File: config.mk
export PLATFORM = sky130hd
export DESIGN_NAME = fifo_write_arbiter
export DESIGN_NICKNAME = d
export VERILOG_FILES = /design/src/rtl/fifo_arb_pkg.sv /design/src/rtl/fifo_write_arbiter_rr_pick.sv /design/src/rtl/fifo_write_arbiter.sv
export SDC_FILE = /design/constraint.sdc
export NUM_CORES = 1
export LEC_CHECK = 0
export BUFFER_PORTS_ARGS = -buffer_cell sky130_fd_sc_hd__buf_4
export CAP_MARGIN = 5
export CORE_MARGIN = 2
export CORE_UTILIZATION = 47
export CTS_CLUSTER_SIZE = 28
export DETAILED_ROUTE_END_ITERATION = 12
export GPL_ROUTABILITY_DRIVEN = 0
export PLACE_DENSITY_LB_ADDON = 0.08
export SLEW_MARGIN = 40
export SYNTH_ARGS = -nofsm -noshare
export SYNTH_HDL_FRONTEND = slang
export SYNTH_SLANG_ARGS = --single-unit
File: constraint.sdc
create_clock -name clk -period 2.8 [get_ports clk]
set_clock_uncertainty 0.2 [all_clocks]
set_input_delay 0.56 -clock clk [delete_from_list [all_inputs] [get_ports clk]]
set_output_delay 0.56 -clock clk [all_outputs]
set_load 0.01 [all_outputs]
File: src/rtl/fifo_arb_pkg.sv
// Shared types and parameter defaults for the FIFO write arbiter.
package fifo_arb_pkg;

    typedef enum logic {
        IDLE  = 1'b0,
        GRANT = 1'b1
    } state_t;

    localparam int N_REQ_DEFAULT      = 4;
    localparam int DATA_WIDTH_DEFAULT = 8;
    localparam int MAX_BURST_DEFAULT  = 4;

endpackage

File: src/rtl/fifo_write_arbiter_rr_pick.sv
// Round-robin search: first set req bit at or above rr_ptr, wrapping modulo N_REQ.
module rr_pick
    import fifo_arb_pkg::*;
#(
    parameter int N_REQ = N_REQ_DEFAULT,
    parameter int IDX_W = $clog2(N_REQ)
) (
    input  logic [N_REQ-1:0] req,
    input  logic [IDX_W-1:0] rr_ptr,
    output logic [N_REQ-1:0] pick_gnt,
    output logic [IDX_W-1:0] pick_idx,
    output logic             found
);

    logic [IDX_W:0]   sum;
    logic [IDX_W-1:0] cand;

    always_comb begin
        pick_gnt = '0;
        pick_idx = '0;
        found    = 1'b0;
        sum      = '0;
        cand     = '0;
        for (int k = 0; k < N_REQ; k++) begin
            sum = {1'b0, rr_ptr} + (IDX_W+1)'(k);
            if (sum >= (IDX_W+1)'(N_REQ)) begin
                sum = sum - (IDX_W+1)'(N_REQ);
            end
            cand = sum[IDX_W-1:0];
            if (!found && req[cand]) begin
                found          = 1'b1;
                pick_gnt[cand] = 1'b1;
                pick_idx       = cand;
            end
        end
    end

endmodule

File: src/rtl/fifo_write_arbiter.sv
// Round-robin arbiter sharing one FIFO write port between N_REQ requesters,
// with bursts of up to MAX_BURST beats per grant.
//   state | meaning
//   IDLE  | no owner; picks next requester from rr_ptr
//   GRANT | owner writes a beat whenever it requests and the FIFO is not full
module fifo_write_arbiter
    import fifo_arb_pkg::*;
#(
    parameter int N_REQ      = N_REQ_DEFAULT,
    parameter int DATA_WIDTH = DATA_WIDTH_DEFAULT,
    parameter int MAX_BURST  = MAX_BURST_DEFAULT
) (
    input  logic                          clk,
    input  logic                          rst,
    input  logic [N_REQ-1:0]              req,
    input  logic [N_REQ*DATA_WIDTH-1:0]   req_data,
    input  logic                          fifo_full,
    output logic [N_REQ-1:0]              gnt,
    output logic [N_REQ-1:0]              ack,
    output logic                          fifo_w_en,
    output logic [DATA_WIDTH-1:0]         fifo_data_in,
    output logic                          busy,
    output logic [$clog2(N_REQ)-1:0]      owner
);

    localparam int               IDX_W     = $clog2(N_REQ);
    localparam logic [3:0]       LAST_BEAT = 4'(MAX_BURST - 1);
    localparam logic [IDX_W-1:0] LAST_IDX  = IDX_W'(N_REQ - 1);

    state_t           state, state_nxt;
    logic [N_REQ-1:0] gnt_q, gnt_nxt;
    logic [IDX_W-1:0] owner_q, owner_nxt;
    logic [IDX_W-1:0] rr_ptr, rr_ptr_nxt;
    logic [3:0]       beat_cnt, beat_cnt_nxt;

    logic [N_REQ-1:0] pick_gnt;
    logic [IDX_W-1:0] pick_idx;
    logic             pick_found;
    logic             owner_req;
    logic             beat;

    rr_pick #(
        .N_REQ (N_REQ),
        .IDX_W (IDX_W)
    ) u_rr_pick (
        .req      (req),
        .rr_ptr   (rr_ptr),
        .pick_gnt (pick_gnt),
        .pick_idx (pick_idx),
        .found    (pick_found)
    );

    // gnt_q is all-zero outside GRANT, so this is req[owner] only while granted.
    assign owner_req = |(req & gnt_q);
    assign beat      = (state == GRANT) && owner_req && !fifo_full;

    always_comb begin
        state_nxt    = state;
        gnt_nxt      = gnt_q;
        owner_nxt    = owner_q;
        rr_ptr_nxt   = rr_ptr;
        beat_cnt_nxt = beat_cnt;
        case (state)
            IDLE: begin
                if (pick_found) begin
                    state_nxt    = GRANT;
                    gnt_nxt      = pick_gnt;
                    owner_nxt    = pick_idx;
                    beat_cnt_nxt = '0;
                end
            end
            GRANT: begin
                if (!owner_req || (beat && beat_cnt == LAST_BEAT)) begin
                    state_nxt    = IDLE;
                    gnt_nxt      = '0;
                    owner_nxt    = '0;
                    beat_cnt_nxt = '0;
                    rr_ptr_nxt   = (owner_q == LAST_IDX) ? '0 : owner_q + IDX_W'(1);
                end else if (beat) begin
                    beat_cnt_nxt = beat_cnt + 4'd1;
                end
            end
            default: state_nxt = IDLE;
        endcase
    end

    always_ff @(posedge clk) begin
        if (!rst) begin
            state    <= IDLE;
            gnt_q    <= '0;
            owner_q  <= '0;
            rr_ptr   <= '0;
            beat_cnt <= '0;
        end else begin
            state    <= state_nxt;
            gnt_q    <= gnt_nxt;
            owner_q  <= owner_nxt;
            rr_ptr   <= rr_ptr_nxt;
            beat_cnt <= beat_cnt_nxt;
        end
    end

    always_comb begin
        fifo_data_in = '0;
        for (int i = 0; i < N_REQ; i++) begin
            if (owner_q == IDX_W'(i)) begin
                fifo_data_in = req_data[i*DATA_WIDTH +: DATA_WIDTH];
            end
        end
    end

    assign ack       = beat ? gnt_q : '0;
    assign fifo_w_en = beat;
    assign busy      = (state == GRANT);
    assign gnt       = gnt_q;
    assign owner     = owner_q;

endmodule
Word level (Yosys, flattened, before mapping)
Index checks and enable logic that the tools add are counted.
Widths: inputs -> output; s select.
{"block": "totals", "input_bits": 39, "regBits": 13, "output_inout_bits": 20, "elab_cells": 110}
{"block": "op_classes", "reduce_logical": 21, "n_eq_ne": 7, "n_addsub": 9, "order_cmp": 12, "mux": 51, "bitwise_logic": 5}
{"op": "$mux 4", "count": 10}
{"op": "$mux 8", "count": 4}
{"op": "$mux 2", "count": 11}
{"op": "$pmux 4 s2", "count": 2}
{"op": "$mux 1", "count": 14}
{"op": "$lt 2x3->1 const B", "count": 4}
{"op": "$or 4x4->4", "count": 3}
{"op": "$logic_and 1x1->1", "count": 10}
{"op": "$ge 3x3->1 const B", "count": 3}
{"op": "$bmux 1 s2", "count": 4}
{"op": "$demux 1 s2", "count": 4}
{"op": "$ge 2x1->1 const B", "count": 4}
{"op": "$sub 2x1->2 const B", "count": 4}
{"op": "$add 2x2->3 const B", "count": 2}
{"op": "$reduce_and 2->1", "count": 3}
{"op": "$logic_not 1->1", "count": 5}
{"op": "$add 4x1->4 const B", "count": 1}
{"op": "$and 4x4->4", "count": 1}
{"op": "$eq 2x2->1 const B", "count": 2}
{"op": "$eq 4x2->1 const B", "count": 1}
{"op": "$pmux 2 s2", "count": 1}
{"op": "$reduce_or 4->1", "count": 1}
{"op": "$add 2x1->3 const B", "count": 1}
{"op": "$ge 2x3->1 const B", "count": 1}
{"op": "other kinds (9)", "count": 9}

Longest topological paths before layout
{"block": "depth", "word_depth": 16, "ltp_mapped": 9, "ltp_nobuf": 7}

Modules after synthesis
Synthesis repeated with hierarchy kept, for this count alone.
{"block": "hier_totals", "cells_unflattened": 159, "hier_area_um2": 1350.0}
{"module": "fifo_write_arbiter", "instances": 1, "cells_each": 114, "seq_area_each_um2": 260.2, "area_each_um2": 930.9}
{"module": "rr_pick", "instances": 1, "cells_each": 45, "seq_area_each_um2": 0.0, "area_each_um2": 419.2}

Worst setup path before layout
Ideal clock, no wire load.
{"block": "synth_path", "kind": "register -> register", "from": "register rr_ptr[0]", "to": "register gnt_q[3] (netlist: gnt[3])", "path_slack_ns": 0.282, "required_ns": 2.478, "period_less_slack_ns": 2.518, "arrival_time_ns": 2.196, "n_path_buf": 1, "stages_incl_launch_ff": 8, "setup_ns": 0.122, "cell_sequence": "dfxtp_1 buf_4 inv_1 ha_1 mux4_2 a221oi_1 nor3_1 a221o_1"}
{"block": "synth_between", "elab_chain_cells": 16, "elab_cells_between_ends": 64, "cone_classes": "add/sub: 7; order compare: 12; eq/ne: 1; mux: 30; bitwise: 3; reduce/logical: 11"}
{"element": "from (decl)", "line": "fifo_write_arbiter.sv:33", "text": "logic [IDX_W-1:0] rr_ptr, rr_ptr_nxt;"}
{"element": "from (signal assigned)", "line": "fifo_write_arbiter.sv:98", "text": "rr_ptr <= rr_ptr_nxt;"}
{"element": "branches (longest 16 deep; another with $add 2x1->3)"}
{"element": "to (signal assigned)", "line": "fifo_write_arbiter.sv:96", "text": "gnt_q <= gnt_nxt;"}
{"element": "to (decl)", "line": "fifo_write_arbiter.sv:31", "text": "logic [N_REQ-1:0] gnt_q, gnt_nxt;"}
Parallel ways; which one is timed is not known. The select of a mux whose other input is x is not followed.
A chain may end at the register's enable or synchronous reset.

Final worst setup path
{"block": "layout_path", "from": "register owner_q[1] (netlist: owner[1])", "to": "output port fifo_data_in[3]"}
{"block": "layout_between", "elab_chain_cells": 5, "elab_cells_between_ends": 8, "cone_classes": "eq/ne: 3; mux: 4; reduce/logical: 1"}
{"element": "from (decl)", "line": "fifo_write_arbiter.sv:32", "text": "logic [IDX_W-1:0] owner_q, owner_nxt;"}
{"element": "from (signal assigned)", "line": "fifo_write_arbiter.sv:97", "text": "owner_q <= owner_nxt;"}
{"element": "$logic_not 2->1", "line": "fifo_write_arbiter.sv:106", "text": "if (owner_q == IDX_W'(i)) begin"}
{"element": "$mux 8 (3 in a row)", "line": "fifo_write_arbiter.sv:106"}
{"element": "$mux 8 *", "line": "fifo_write_arbiter.sv:106"}
{"element": "to (decl)", "line": "fifo_write_arbiter.sv:21", "text": "output logic [DATA_WIDTH-1:0] fifo_data_in,"}
Every way passes the cells marked *; elsewhere a longest branch is shown, timed or not.

==> results.sh <==
export IMPL_wl_per_cell_um=14.9
export IMPL_synthCells=171
export IMPL_regArea_sq_um=260
export IMPL_dp_hpwl_mm=3.02
export IMPL_grt_pass1_wl_mm=6.15
export IMPL_clk_latency_ps=270
export IMPL_clockBufferDepth=2
export IMPL_cts_sinks=13
export IMPL_ir_drop_mv=0.443
export IMPL_die_w_um=57.5
export IMPL_avgSynthCellArea_sq_um=7.86
export IMPL_hold_class="reg2reg"
export IMPL_p_per_area_nw_per_um2=519
export IMPL_arrival_ps=1800
export IMPL_slowest_delay_ps=400
export IMPL_fin_nets=276
export IMPL_synthDistinctLibCells=45
export IMPL_final_max_slew_violation_count=0
export IMPL_row_count=19
export IMPL_status="finished clean"
export IMPL_port_buffers=58
export IMPL_ios=59
export IMPL_cts_tree="done"
export IMPL_path_class="reg2out"
export IMPL_yosys_area_share_xor_xnor_pct=2.61
export IMPL_cp_required_ps=2040
export IMPL_drcViolationCount=0
export IMPL_grt_max_degree=18
export IMPL_rsz0062_at_grt="false"
export IMPL_synth_edf_count=0
export IMPL_layout_drive_gt1_share_pct=33.0
export IMPL_layout_min_cycle_time_ps=2560
export IMPL_die_area_sq_um=3300
export IMPL_ys_seq_elements=13
export IMPL_synth_compound_area_share_pct=26.4
export IMPL_cp_end_kind="output pin"
export IMPL_start_kind="flop"
export IMPL_cts_max_level=1
export IMPL_fin_crit_sh_pct=91.5
export IMPL_syn_area_sq_um=1340
export IMPL_coreArea_sq_um=2730
export IMPL_fillCellCount=233
export IMPL_fin_util_pct=65.9
export IMPL_drt_wl_total_mm=3.81
export IMPL_cts_clk_slew_worst_paths_ps=80
export IMPL_multiInputGateArea_sq_um=996
export IMPL_synth_top_flop_cell="dfxtp_1"
export IMPL_cts_root_buf="clkbuf_4"
export IMPL_synth_warnings=0
export IMPL_timing_fmax_ghz=0.390
export IMPL_hold_viol_final=0
export IMPL_postRouteAntennaNets=0
export IMPL_synth_fp_nets=222
export IMPL_vias_per_cell=5.90
export IMPL_relSlewSlack_pct=67.9
export IMPL_drtPass1Iterations=4
export IMPL_crit_buf_inv=2
export IMPL_crit_fanout=10
export IMPL_drt_iter0_markers=76
export IMPL_die_h_um=57.5
export IMPL_antenna_found_initial=0
export IMPL_finalSetupViolCount=0
export IMPL_cts_buffers=3
export IMPL_synthSimpleGateAreaFrac_pct=27.5
export IMPL_crit_chain="inv_1, ha_2, nor2b_4, a22oi_1, nor2_1, a21oi_1, o21ai_0, buf_4"
export IMPL_synth_top_family_by_area="simple AND/OR/NAND/NOR gates"
export IMPL_diodes=0
export IMPL_crit_path_top_delay_cell="dfxtp_1"
export IMPL_max_cap_violations=0
export IMPL_grt_usage_pct=23.2
export IMPL_hold_buffers=0
export IMPL_grt_pass1_vias=1479
export IMPL_leakage_nw=0.820
export IMPL_tns_ps=0
export IMPL_initial_core_util_pct=49.2
export IMPL_worst_pin_slew_ps=474
export IMPL_crit_family="flip-flops"
export IMPL_cts_resized_gates=1
export IMPL_globalRouteOverflowTotal=0
export IMPL_area_delta_synth_final_pct=34.2
export IMPL_synth_seq_area_share_pct=19.4
export IMPL_cts_setup_buffers=0
export IMPL_synthAdderAreaFrac_pct=11.2
export IMPL_via_count=1505
export IMPL_async_flop_share_pct=0
export IMPL_synthMuxAreaShare_pct=5.77
-- cell type report --
| type | count | area share, % |
|---|---|---|
| multi-input combinational | 140 | 55.2 |
| tap | 31 | 2.15 |
| timing repair buffer | 61 | 25.4 |
| clock inverter | 1 | 0.278 |
| clock buffer | 3 | 1.25 |
| inverter | 6 | 1.25 |
| sequential | 13 | 14.4 |
-- tightest hold or removal path, cell delays in order, from the launching register on --
cell	delay, ps
dfxtp_1	330
nand2_1	60
a21oi_1	60
-- cells in the final DEF, fill, tap and decap left out, drive strengths merged, types with 2 or more instances in the layout --
cell type	instances
buf	61
nor2	17
nand2	14
dfxtp	13
o21ai	13
a21oi	12
ha	12
nor2b	8
a22oi	7
inv	6
nor3	6
and2	5
a22o	4
a221oi	4
a221o	4
nand3	4
nand3b	3
nor3b	3
mux4	3
xor2	3
clkbuf	3
and3	2
-- per-stage QoR --
| step | hold WS [ps] | std cells | setup WS [ps] | area, sq um | total power [mW] |
|---|---|---|---|---|---|
| CTS | 301 | 255 | 91.5 | 1800 | 0.927 |
| floorplan | 249 | 171 | 282 | 1340 | 0.597 |
| detailed placement | 290 | 251 | 275 | 1770 | 0.811 |
| finish | 304 | 255 | 237 | 1800 | 0.936 |
| global placement | 259 | 251 | 384 | 1770 | 0.788 |
| global route | 322 | 255 | 2.59 | 1800 | 1.00 |
-- worst paths after layout --
check | depth (start not counted) | slack [ps] | from | end
hold / removal | 2 | 300 | beat_cnt[1]$_SDFFE_PN0P_ | beat_cnt[1]$_SDFFE_PN0P_
setup / recovery | 8 | 240 | owner[1]$_SDFFE_PN0P_ | fifo_data_in[3]
setup reg to reg | 6 | 320 | rr_ptr[0]$_SDFFE_PN0P_ | gnt[2]$_SDFFE_PN0P_
hold reg to reg | 2 | 300 | beat_cnt[1]$_SDFFE_PN0P_ | beat_cnt[1]$_SDFFE_PN0P_
-- kinds of logic (layout without fill, tap and decap cells) --
kind of cell | after synthesis | after routing
AOI/OAI and AO/OA | 51 | 51
muxes | 4 | 4
buffers and inverters | 18 | 71
and+or+nand+nor | 69 | 69
DFF | 13 | 13
xor gates and xnor gates | 4 | 4
adders and majority gates | 12 | 12
-- Yosys cell counts (2+ instances only) --
library cell,instances,share of area [%]
xor2_1,3,2.0
buf_2,3,1.1
o21ai_1,2,0.74
clkbuf_1,5,1.4
ha_1,12,11
nor2_1,16,4.5
inv_1,6,1.7
buf_6,3,2.5
a221oi_1,4,2.6
a22oi_1,7,3.9
dfxtp_1,13,19
nand3b_1,3,1.7
nor3b_1,3,1.7
mux4_2,3,5.0
nor3_1,6,2.2
a21oi_1,12,4.5
nand3_1,4,1.5
o21ai_0,10,3.7
nand2_1,14,3.9
a22o_1,4,2.6
nor2b_1,7,3.3
and2_1,4,1.9
and3_1,2,0.93
a221o_1,4,3.0
-- layer usage --
| metal | vias up | wire length, um | GRT usage [%] |
|---|---|---|---|
| li1 | 741 | - | - |
| met1 | 695 | 1490 | 26.4 |
| met2 | 58 | 2010 | 43.0 |
| met3 | 11 | 222 | 4.08 |
| met4 | 0 | 92 | 7.64 |
| met5 | - | 0 | 0 |
-- report_power, final --
part / switching (mW) / leakage, nW / internal, mW / total (mW)
Clock: 0.0621 / 0.0177 / 0.0529 / 0.115
Combinational: 0.300 / 0.696 / 0.289 / 0.589
Sequential: 0.0228 / 0.106 / 0.208 / 0.231
-- state kept, by name (all words and copies together), names as in the netlist --
signal,flops
busy,1
gnt,4
rr_ptr,2
beat_cnt,4
owner,2
(Power assumes the default switching activity.)
